==> src/rtl/r512_pkg.sv <==
// rtl/r512_pkg.sv - shared types and defaults for the r512 sequencing controller (watchdog limit used with R512_TIMEOUT_EN)
package r512_pkg;

  localparam int DEF_WORD_W    = 32;
  localparam int DEF_NUM_WORDS = 16;

  // Word counter covers both the load and the unload phase.
  localparam int CNT_W = 5;

  // WAIT watchdog: 16-bit counter; expiry on its terminal count gives 65536 WAIT cycles.
  localparam int                WDOG_W     = 16;
  localparam logic [WDOG_W-1:0] WDOG_LIMIT = 16'hFFFF;

  typedef enum logic [2:0] {
    IDLE   = 3'd0,
    LOAD   = 3'd1,
    START  = 3'd2,
    WAIT   = 3'd3,
    UNLOAD = 3'd4
  } state_t;

endpackage

==> src/rtl/r512_word_shifter.sv <==
// rtl/r512_word_shifter.sv - wide register with parallel load and word-wide right shift entering at the MSB end
module r512_word_shifter #(
  parameter int WIDTH   = 512,
  parameter int SHIFT_W = 32
) (
  input  logic               clk,
  input  logic               rst_n,
  input  logic               load,
  input  logic [WIDTH-1:0]   load_data,
  input  logic               shift,
  input  logic [SHIFT_W-1:0] shift_in,
  output logic [WIDTH-1:0]   data
);

  // Parallel load wins over shift; shifting drops the low word and inserts shift_in at the top.
  always_ff @(posedge clk or negedge rst_n) begin
    if (!rst_n) begin
      data <= '0;
    end else if (load) begin
      data <= load_data;
    end else if (shift) begin
      data <= {shift_in, data[WIDTH-1:SHIFT_W]};
    end
  end

endmodule

==> src/rtl/r512_seq_ctrl.sv <==
// rtl/r512_seq_ctrl.sv - streams two operands into the r512 core, starts it, and streams the result back (optional WAIT watchdog via R512_TIMEOUT_EN)
module r512_seq_ctrl
  import r512_pkg::*;
#(
  parameter int WORD_W    = DEF_WORD_W,
  parameter int NUM_WORDS = DEF_NUM_WORDS
) (
  input  logic                        clk,
  input  logic                        rst_n,
  input  logic                        in_valid,
  output logic                        in_ready,
  input  logic [WORD_W-1:0]           q_word,
  input  logic [WORD_W-1:0]           p_word,
  output logic [WORD_W*NUM_WORDS-1:0] core_q,
  output logic [WORD_W*NUM_WORDS-1:0] core_p,
  output logic                        core_start,
  input  logic                        core_done,
  input  logic [WORD_W*NUM_WORDS-1:0] core_m,
  output logic                        out_valid,
  input  logic                        out_ready,
  output logic [WORD_W-1:0]           m_word,
  output logic                        out_last,
  output logic                        busy
`ifdef R512_TIMEOUT_EN
  ,
  output logic                        timeout
`endif
);

  localparam int               OP_W     = WORD_W * NUM_WORDS;
  localparam logic [CNT_W-1:0] LAST_IDX = CNT_W'(NUM_WORDS - 1);

  state_t           state;
  state_t           state_nxt;
  logic [CNT_W-1:0] cnt;
  logic             accept;
  logic             out_fire;
  logic             last_word;
  logic             capture;
  logic             wdog_expire;
  logic [OP_W-1:0]  res;
  logic             unused_res_hi;

  assign accept    = in_valid && in_ready;
  assign out_fire  = out_valid && out_ready;
  assign last_word = (cnt == LAST_IDX);
  // core_done only matters while waiting on the core.
  assign capture   = (state == WAIT) && core_done;
  assign m_word    = res[WORD_W-1:0];
  // Upper result words reach m_word only by shifting down.
  assign unused_res_hi = ^res[OP_W-1:WORD_W];

`ifdef R512_TIMEOUT_EN
  logic [WDOG_W-1:0] wdog;

  assign wdog_expire = (state == WAIT) && !core_done && (wdog == WDOG_LIMIT);
  assign timeout     = wdog_expire;

  // Count consecutive WAIT cycles; cleared whenever the FSM is elsewhere.
  always_ff @(posedge clk or negedge rst_n) begin
    if (!rst_n) begin
      wdog <= '0;
    end else if (state == WAIT) begin
      wdog <= wdog + 1'b1;
    end else begin
      wdog <= '0;
    end
  end
`else
  assign wdog_expire = 1'b0;
`endif

  // State register.
  always_ff @(posedge clk or negedge rst_n) begin
    if (!rst_n) begin
      state <= IDLE;
    end else begin
      state <= state_nxt;
    end
  end

  // Next-state: load NUM_WORDS pairs, pulse start, wait for the core, drain the result.
  always_comb begin
    state_nxt = state;
    case (state)
      IDLE:    if (accept) state_nxt = last_word ? START : LOAD;
      LOAD:    if (accept && last_word) state_nxt = START;
      START:   state_nxt = WAIT;
      WAIT: begin
        if (core_done) begin
          state_nxt = UNLOAD;
        end else if (wdog_expire) begin
          state_nxt = IDLE;
        end
      end
      UNLOAD:  if (out_fire && last_word) state_nxt = IDLE;
      default: state_nxt = IDLE;
    endcase
  end

  // Outputs decoded from the current state.
  always_comb begin
    in_ready   = (state == IDLE) || (state == LOAD);
    core_start = (state == START);
    out_valid  = (state == UNLOAD);
    out_last   = (state == UNLOAD) && last_word;
    busy       = (state != IDLE);
  end

  // One counter serves load and unload: it wraps to zero on the last word of either phase.
  always_ff @(posedge clk or negedge rst_n) begin
    if (!rst_n) begin
      cnt <= '0;
    end else if (accept || out_fire) begin
      cnt <= last_word ? '0 : cnt + 1'b1;
    end
  end

  r512_word_shifter #(.WIDTH(OP_W), .SHIFT_W(WORD_W)) u_q_reg (
    .clk       (clk),
    .rst_n     (rst_n),
    .load      (1'b0),
    .load_data ({OP_W{1'b0}}),
    .shift     (accept),
    .shift_in  (q_word),
    .data      (core_q)
  );

  r512_word_shifter #(.WIDTH(OP_W), .SHIFT_W(WORD_W)) u_p_reg (
    .clk       (clk),
    .rst_n     (rst_n),
    .load      (1'b0),
    .load_data ({OP_W{1'b0}}),
    .shift     (accept),
    .shift_in  (p_word),
    .data      (core_p)
  );

  r512_word_shifter #(.WIDTH(OP_W), .SHIFT_W(WORD_W)) u_res_reg (
    .clk       (clk),
    .rst_n     (rst_n),
    .load      (capture),
    .load_data (core_m),
    .shift     (out_fire),
    .shift_in  ({WORD_W{1'b0}}),
    .data      (res)
  );

endmodule

==> config.mk <==
export PLATFORM = sky130hd
export DESIGN_NAME = r512_seq_ctrl
export DESIGN_NICKNAME = d
export VERILOG_FILES = /design/src/rtl/r512_pkg.sv /design/src/rtl/r512_word_shifter.sv /design/src/rtl/r512_seq_ctrl.sv
export SDC_FILE = /design/constraint.sdc
export NUM_CORES = 2
export LEC_CHECK = 0
export ABC_CLOCK_PERIOD_IN_PS = 1800
export BUFFER_PORTS_ARGS = -buffer_cell sky130_fd_sc_hd__buf_4
export CORE_AREA = 8 8 640 642
export DETAILED_ROUTE_END_ITERATION = 10
export DIE_AREA = 0 0 648 650
export PLACE_DENSITY = 0.35
export RECOVER_POWER = 100
export SYNTH_ARGS = -nofsm -noshare
export SYNTH_HDL_FRONTEND = slang
export SYNTH_SLANG_ARGS = --single-unit
==> constraint.sdc <==
create_clock -name clk -period 1.8 [get_ports clk]
set_input_delay 0.09 -clock clk [delete_from_list [all_inputs] [get_ports clk]]
set_output_delay 0.09 -clock clk [all_outputs]
set_load 0.05 [all_outputs]
==> report_table.html <==
<table>
<tr><th>Metric</th><th>Value</th></tr>
<tr><th colspan="2">Cells and area</th></tr>
<tr><td>Most frequent cells in the layout</td><td>sky130_fd_sc_hd__nand2_1 (3984), sky130_fd_sc_hd__dfrtp_1 (1495), sky130_fd_sc_hd__buf_4 (923)</td></tr>
<tr><td>Area used by multi-input combinational logic</td><td>21600 sq um</td></tr>
<tr><td>Number of filler instances in the final layout</td><td>43.5k</td></tr>
<tr><td># nets final</td><td>10.5k</td></tr>
<tr><td>Most frequent standard cell in the layout excluding fill and tap cells</td><td>sky130_fd_sc_hd__nand2_1</td></tr>
<tr><td>Fin area</td><td>104000 sq um</td></tr>
<tr><td>Area Growth Syn to Fin</td><td>67.5%</td></tr>
<tr><td>Layout cells sized above 1</td><td>28.0%</td></tr>
<tr><td>Final core utilization</td><td>25.9%</td></tr>
<tr><td>Register area</td><td>38700 sq um</td></tr>
<tr><td>Non-filler instance count after layout</td><td>15.4k</td></tr>
<tr><th colspan="2">Setup path</th></tr>
<tr><td>Endpoint arrival time on the critical path</td><td>2740 ps</td></tr>
<tr><td>Peak per-stage delay on the critical path</td><td>430 ps</td></tr>
<tr><td>List of cells traversed by the critical path</td><td>buf_6 -&gt; buf_6 -&gt; nand4b_1 -&gt; buf_6 -&gt; buf_12 -&gt; buf_12 -&gt; clkbuf_16 -&gt; buf_8 -&gt; buf_16 -&gt; nor2_1 -&gt; a31oi_1</td></tr>
<tr><td>Maximum fanout count along the critical path</td><td>6</td></tr>
<tr><td>Worst Path Class, Setup</td><td>register to register</td></tr>
<tr><td>Data required time at the worst endpoint</td><td>2470 ps</td></tr>
<tr><td>Most frequent cell on the critical path</td><td>sky130_fd_sc_hd__buf_6</td></tr>
<tr><td>Crit. End Element</td><td>register</td></tr>
<tr><td>Crit start category</td><td>register</td></tr>
<tr><td>Cell with the largest stage delay on the worst path</td><td>sky130_fd_sc_hd__dfrtp_1</td></tr>
<tr><th colspan="2">Route</th></tr>
<tr><td>Number of iterations in the first detailed-routing pass</td><td>6</td></tr>
<tr><td>Number of design-rule violations left by the first detailed-router iteration</td><td>4258</td></tr>
<tr><td>Antenna Violating Nets Remaining</td><td>0</td></tr>
<tr><td>Number of remaining DRC errors</td><td>0</td></tr>
<tr><td>Total detailed-routing wirelength</td><td>373 mm</td></tr>
<tr><td>Via/cell ratio</td><td>4.00</td></tr>
<tr><td>Total vias in the final route</td><td>61.4k</td></tr>
<tr><td>Wirelength per Cell</td><td>24.3 um</td></tr>
<tr><th colspan="2">Power</th></tr>
<tr><td>Pleak</td><td>52.5 nW</td></tr>
<tr><td>Power per Cell Area</td><td>1880 nW/um^2</td></tr>
<tr><td>Worst vdd ir</td><td>0.915 mV</td></tr>
<tr><td>Power consumption</td><td>194 mW</td></tr>
<tr><th colspan="2">Clock network</th></tr>
<tr><td>Maximum number of buffers from clock root to sink</td><td>4</td></tr>
<tr><td>CTS tree</td><td>yes</td></tr>
<tr><td>Later-pin clock latency in the skew report</td><td>900 ps</td></tr>
<tr><td>Inserted Clock Buffers</td><td>195</td></tr>
<tr><td>Cell at the root of the clock tree</td><td>sky130_fd_sc_hd__clkbuf_16</td></tr>
<tr><td>Number of H-tree levels</td><td>4</td></tr>
<tr><td>Clk slew on worst S/H paths</td><td>60 ps</td></tr>
<tr><td>Number of clock sinks</td><td>1544</td></tr>
<tr><th colspan="2">Placement</th></tr>
<tr><td>HPWL after DPL</td><td>263 mm</td></tr>
<tr><td>Post-DP Area</td><td>81600 sq um</td></tr>
<tr><td>Count of input and output buffers</td><td>1641</td></tr>
<tr><td>Placer's final routability congestion estimate</td><td>0.867</td></tr>
<tr><td>Dpl cells</td><td>13.8k</td></tr>
<tr><th colspan="2">GRT</th></tr>
<tr><td>Final global-route overflow total</td><td>0</td></tr>
<tr><td>Number of antenna violations at the first check in global routing</td><td>46</td></tr>
<tr><td>Via count of the first global-routing pass</td><td>63.8k</td></tr>
<tr><td>Wire length of the first global-routing pass</td><td>507 mm</td></tr>
<tr><td>Pin count of the biggest net entering global routing</td><td>110</td></tr>
<tr><td>Global-route usage over all layers</td><td>16.5%</td></tr>
<tr><th colspan="2">Timing</th></tr>
<tr><td>Max-Slew Margin vs Limit</td><td>-5.84%</td></tr>
<tr><td>Final setup violation count</td><td>1529</td></tr>
<tr><td>Number of hold violations in the final report</td><td>0</td></tr>
<tr><td>RSZ-0062 raised after global routing</td><td>yes</td></tr>
<tr><td>Period minus WS final</td><td>2070 ps</td></tr>
<tr><td>Setup skew after layout</td><td>107 ps</td></tr>
<tr><td>Actual transition at the worst max-transition pin</td><td>1590 ps</td></tr>
<tr><td>Maximum clock rate</td><td>482 MHz</td></tr>
<tr><td>Final worst hold slack</td><td>104 ps</td></tr>
<tr><td>Crit share post-route</td><td>115%</td></tr>
<tr><td>Final setup margin</td><td>-274 ps</td></tr>
<tr><td>Number of max-slew violations in the final report</td><td>10</td></tr>
<tr><th colspan="2">Floorplanning</th></tr>
<tr><td>Core region area</td><td>400000 sq um</td></tr>
<tr><td>Die Outline Area</td><td>421000 sq um</td></tr>
<tr><td>Height of the chip</td><td>650 um</td></tr>
<tr><td>IO Count</td><td>1642</td></tr>
<tr><td>Initial core utilization</td><td>15.4%</td></tr>
<tr><td>DIE WIDTH</td><td>648 um</td></tr>
<tr><td>Row count</td><td>233</td></tr>
<tr><th colspan="2">Yosys</th></tr>
<tr><td>Synth warn</td><td>0</td></tr>
<tr><td>Count of cell types in the netlist</td><td>40</td></tr>
<tr><td>Yosys reg bits</td><td>1544</td></tr>
<tr><td>Synth Area per Inst</td><td>8.72 sq um</td></tr>
<tr><td>Gate count of the mapped netlist</td><td>7090</td></tr>
<tr><td>Netlist area before placement</td><td>61800 sq um</td></tr>
<tr><td>Sequential share of the synthesized area</td><td>62.5%</td></tr>
<tr><td>Total nets after synthesis</td><td>7672</td></tr>
<tr><th colspan="2">Min path</th></tr>
<tr><td>Worst hold-check path type</td><td>input pin to register</td></tr>
<tr><th colspan="2">Run status</th></tr>
<tr><td>Violated checks</td><td>capacitance limit, slew limit, setup timing</td></tr>
<tr><td>Run status</td><td>complete, but fails checks</td></tr>
<tr><th colspan="2">Flow run</th></tr>
<tr><td>Max cap viols</td><td>1</td></tr>
</table>
per-layer routing:
| layer | GRT usage [%] | share of wire, % |
|---|---|---|
| met5 | 0 | 0.051 |
| met4 | 5.79 | 4.0 |
| met2 | 27.6 | 48 |
| met1 | 20.6 | 42 |
| met3 | 3.88 | 6.2 |
Yosys cell counts:
cell | instances | area (sq um)
sky130_fd_sc_hd__nand4b_1 | 1 | 8.76
sky130_fd_sc_hd__o21ai_1 | 1 | 5.00
sky130_fd_sc_hd__nand2b_1 | 1 | 6.26
sky130_fd_sc_hd__xnor2_1 | 1 | 8.76
sky130_fd_sc_hd__o22ai_1 | 1 | 6.26
sky130_fd_sc_hd__and2_1 | 1 | 6.26
sky130_fd_sc_hd__o221a_2 | 1 | 11.3
sky130_fd_sc_hd__nor3b_1 | 1 | 7.51
sky130_fd_sc_hd__nand3_1 | 1 | 5.00
sky130_fd_sc_hd__a21oi_1 | 3 | 15.0
sky130_fd_sc_hd__dfrtp_1 | 1544 | 38600
sky130_fd_sc_hd__and3_1 | 1 | 6.26
sky130_fd_sc_hd__or3_1 | 1 | 6.26
sky130_fd_sc_hd__nand2_1 | 4032 | 15100
sky130_fd_sc_hd__and4bb_1 | 1 | 12.5
sky130_fd_sc_hd__nand4bb_1 | 1 | 11.3
sky130_fd_sc_hd__ha_1 | 1 | 12.5
sky130_fd_sc_hd__buf_1 | 14 | 52.6
sky130_fd_sc_hd__inv_1 | 2 | 7.51
sky130_fd_sc_hd__nor3_1 | 2 | 10.0
sky130_fd_sc_hd__a31oi_1 | 478 | 2990
sky130_fd_sc_hd__o2bb2ai_1 | 1 | 8.76
sky130_fd_sc_hd__a21o_1 | 1 | 7.51
sky130_fd_sc_hd__a22o_1 | 33 | 289
sky130_fd_sc_hd__or3b_1 | 1 | 8.76
sky130_fd_sc_hd__a211o_1 | 1 | 8.76
sky130_fd_sc_hd__buf_4 | 47 | 353
sky130_fd_sc_hd__o21a_1 | 1 | 7.51
sky130_fd_sc_hd__and4b_1 | 2 | 20.0
sky130_fd_sc_hd__mux2_2 | 2 | 22.5
sky130_fd_sc_hd__buf_6 | 45 | 507
sky130_fd_sc_hd__o211a_1 | 1 | 10.0
sky130_fd_sc_hd__clkbuf_1 | 113 | 424
sky130_fd_sc_hd__nor2_2 | 1 | 6.26
sky130_fd_sc_hd__nor2_1 | 483 | 1810
sky130_fd_sc_hd__a22oi_1 | 1 | 7.51
sky130_fd_sc_hd__or3b_2 | 1 | 8.76
sky130_fd_sc_hd__nand4_1 | 1 | 6.26
sky130_fd_sc_hd__buf_2 | 265 | 1330
sky130_fd_sc_hd__o211ai_1 | 1 | 7.51
worst max-delay path, delay by kind of cell, from the launching register on:
kind	cells	cell delay (ps)
AOI/OAI and AO/OA	1	60
and+or+nand+nor	2	310
buffers and inverters	8	1050
DFF	1	430
cells by family (layout without fill, tap and decap cells):
family,after synthesis,in the layout,share of synthesized area (%)
muxes,2,2,0.0364
and+or+nand+nor,4532,4533,27.6
xor gates and xnor gates,1,1,0.0142
DFF,1544,1544,62.5
adders and majority gates,1,1,0.0202
AOI/OAI and AO/OA,524,524,5.46
buffers and inverters,486,3461,4.32
other,0,17,0
power by group:
part / internal, mW / total (mW) / switching (mW)
clock: 23.1 / 39.6 / 16.6
sequential: 49.2 / 64.3 / 15.1
combinational: 27.7 / 90.5 / 62.8
state kept, by name, summed over array words and instances, names as in the netlist:
name / cells
u_q_reg.data: 512
state: 3
u_p_reg.data: 512
cnt: 5
u_res_reg.data: 512
area by class of cell:
cell class              instances  area share (%)
repair buffers               3119            29.2
clock inverters                57           0.668
inverters                       2         0.00725
flip-flops and latches       1544            37.4
diodes                         17          0.0411
well taps                    5287            6.39
clock buffers                 283            5.46
multi-input cells            5061            20.8
timing repair:
item                                     CTS  global route
pin swaps                                 22            25
endpoints found under the setup margin  1038          1586
endpoints found under the hold margin   2124             0
gates cloned                              95            85
hold buffers                             836             0
resized for setup                        333           384
buffers inserted                         111            73
per-stage QoR:
step	TNS [ps]	worst slack [ps]
4_1_cts	-273680	-385
3_3_place_gp	-14990	-148
2_1_floorplan	0	0.242
6_report	-224970	-274
5_1_grt	-359140	-397
3_5_place_dp	-36580	-225
path summary, 6_finish.rpt:
path                                        start                   to  slack [ps]  depth (start not counted)
worst max register to register           state[0]  u_res_reg.data[117]        -270                         11
worst max-delay path                     state[0]  u_res_reg.data[117]        -270                         11
worst min register to register  u_q_reg.data[278]    u_q_reg.data[246]         450                          2
min in group asynchronous                   rst_n    u_q_reg.data[152]         940                          3
worst min-delay path                  core_m[205]  u_res_reg.data[205]         100                          4
max in group asynchronous                   rst_n    u_q_reg.data[104]          10                          3
Note: power is estimated with default switching activity, not from simulation.
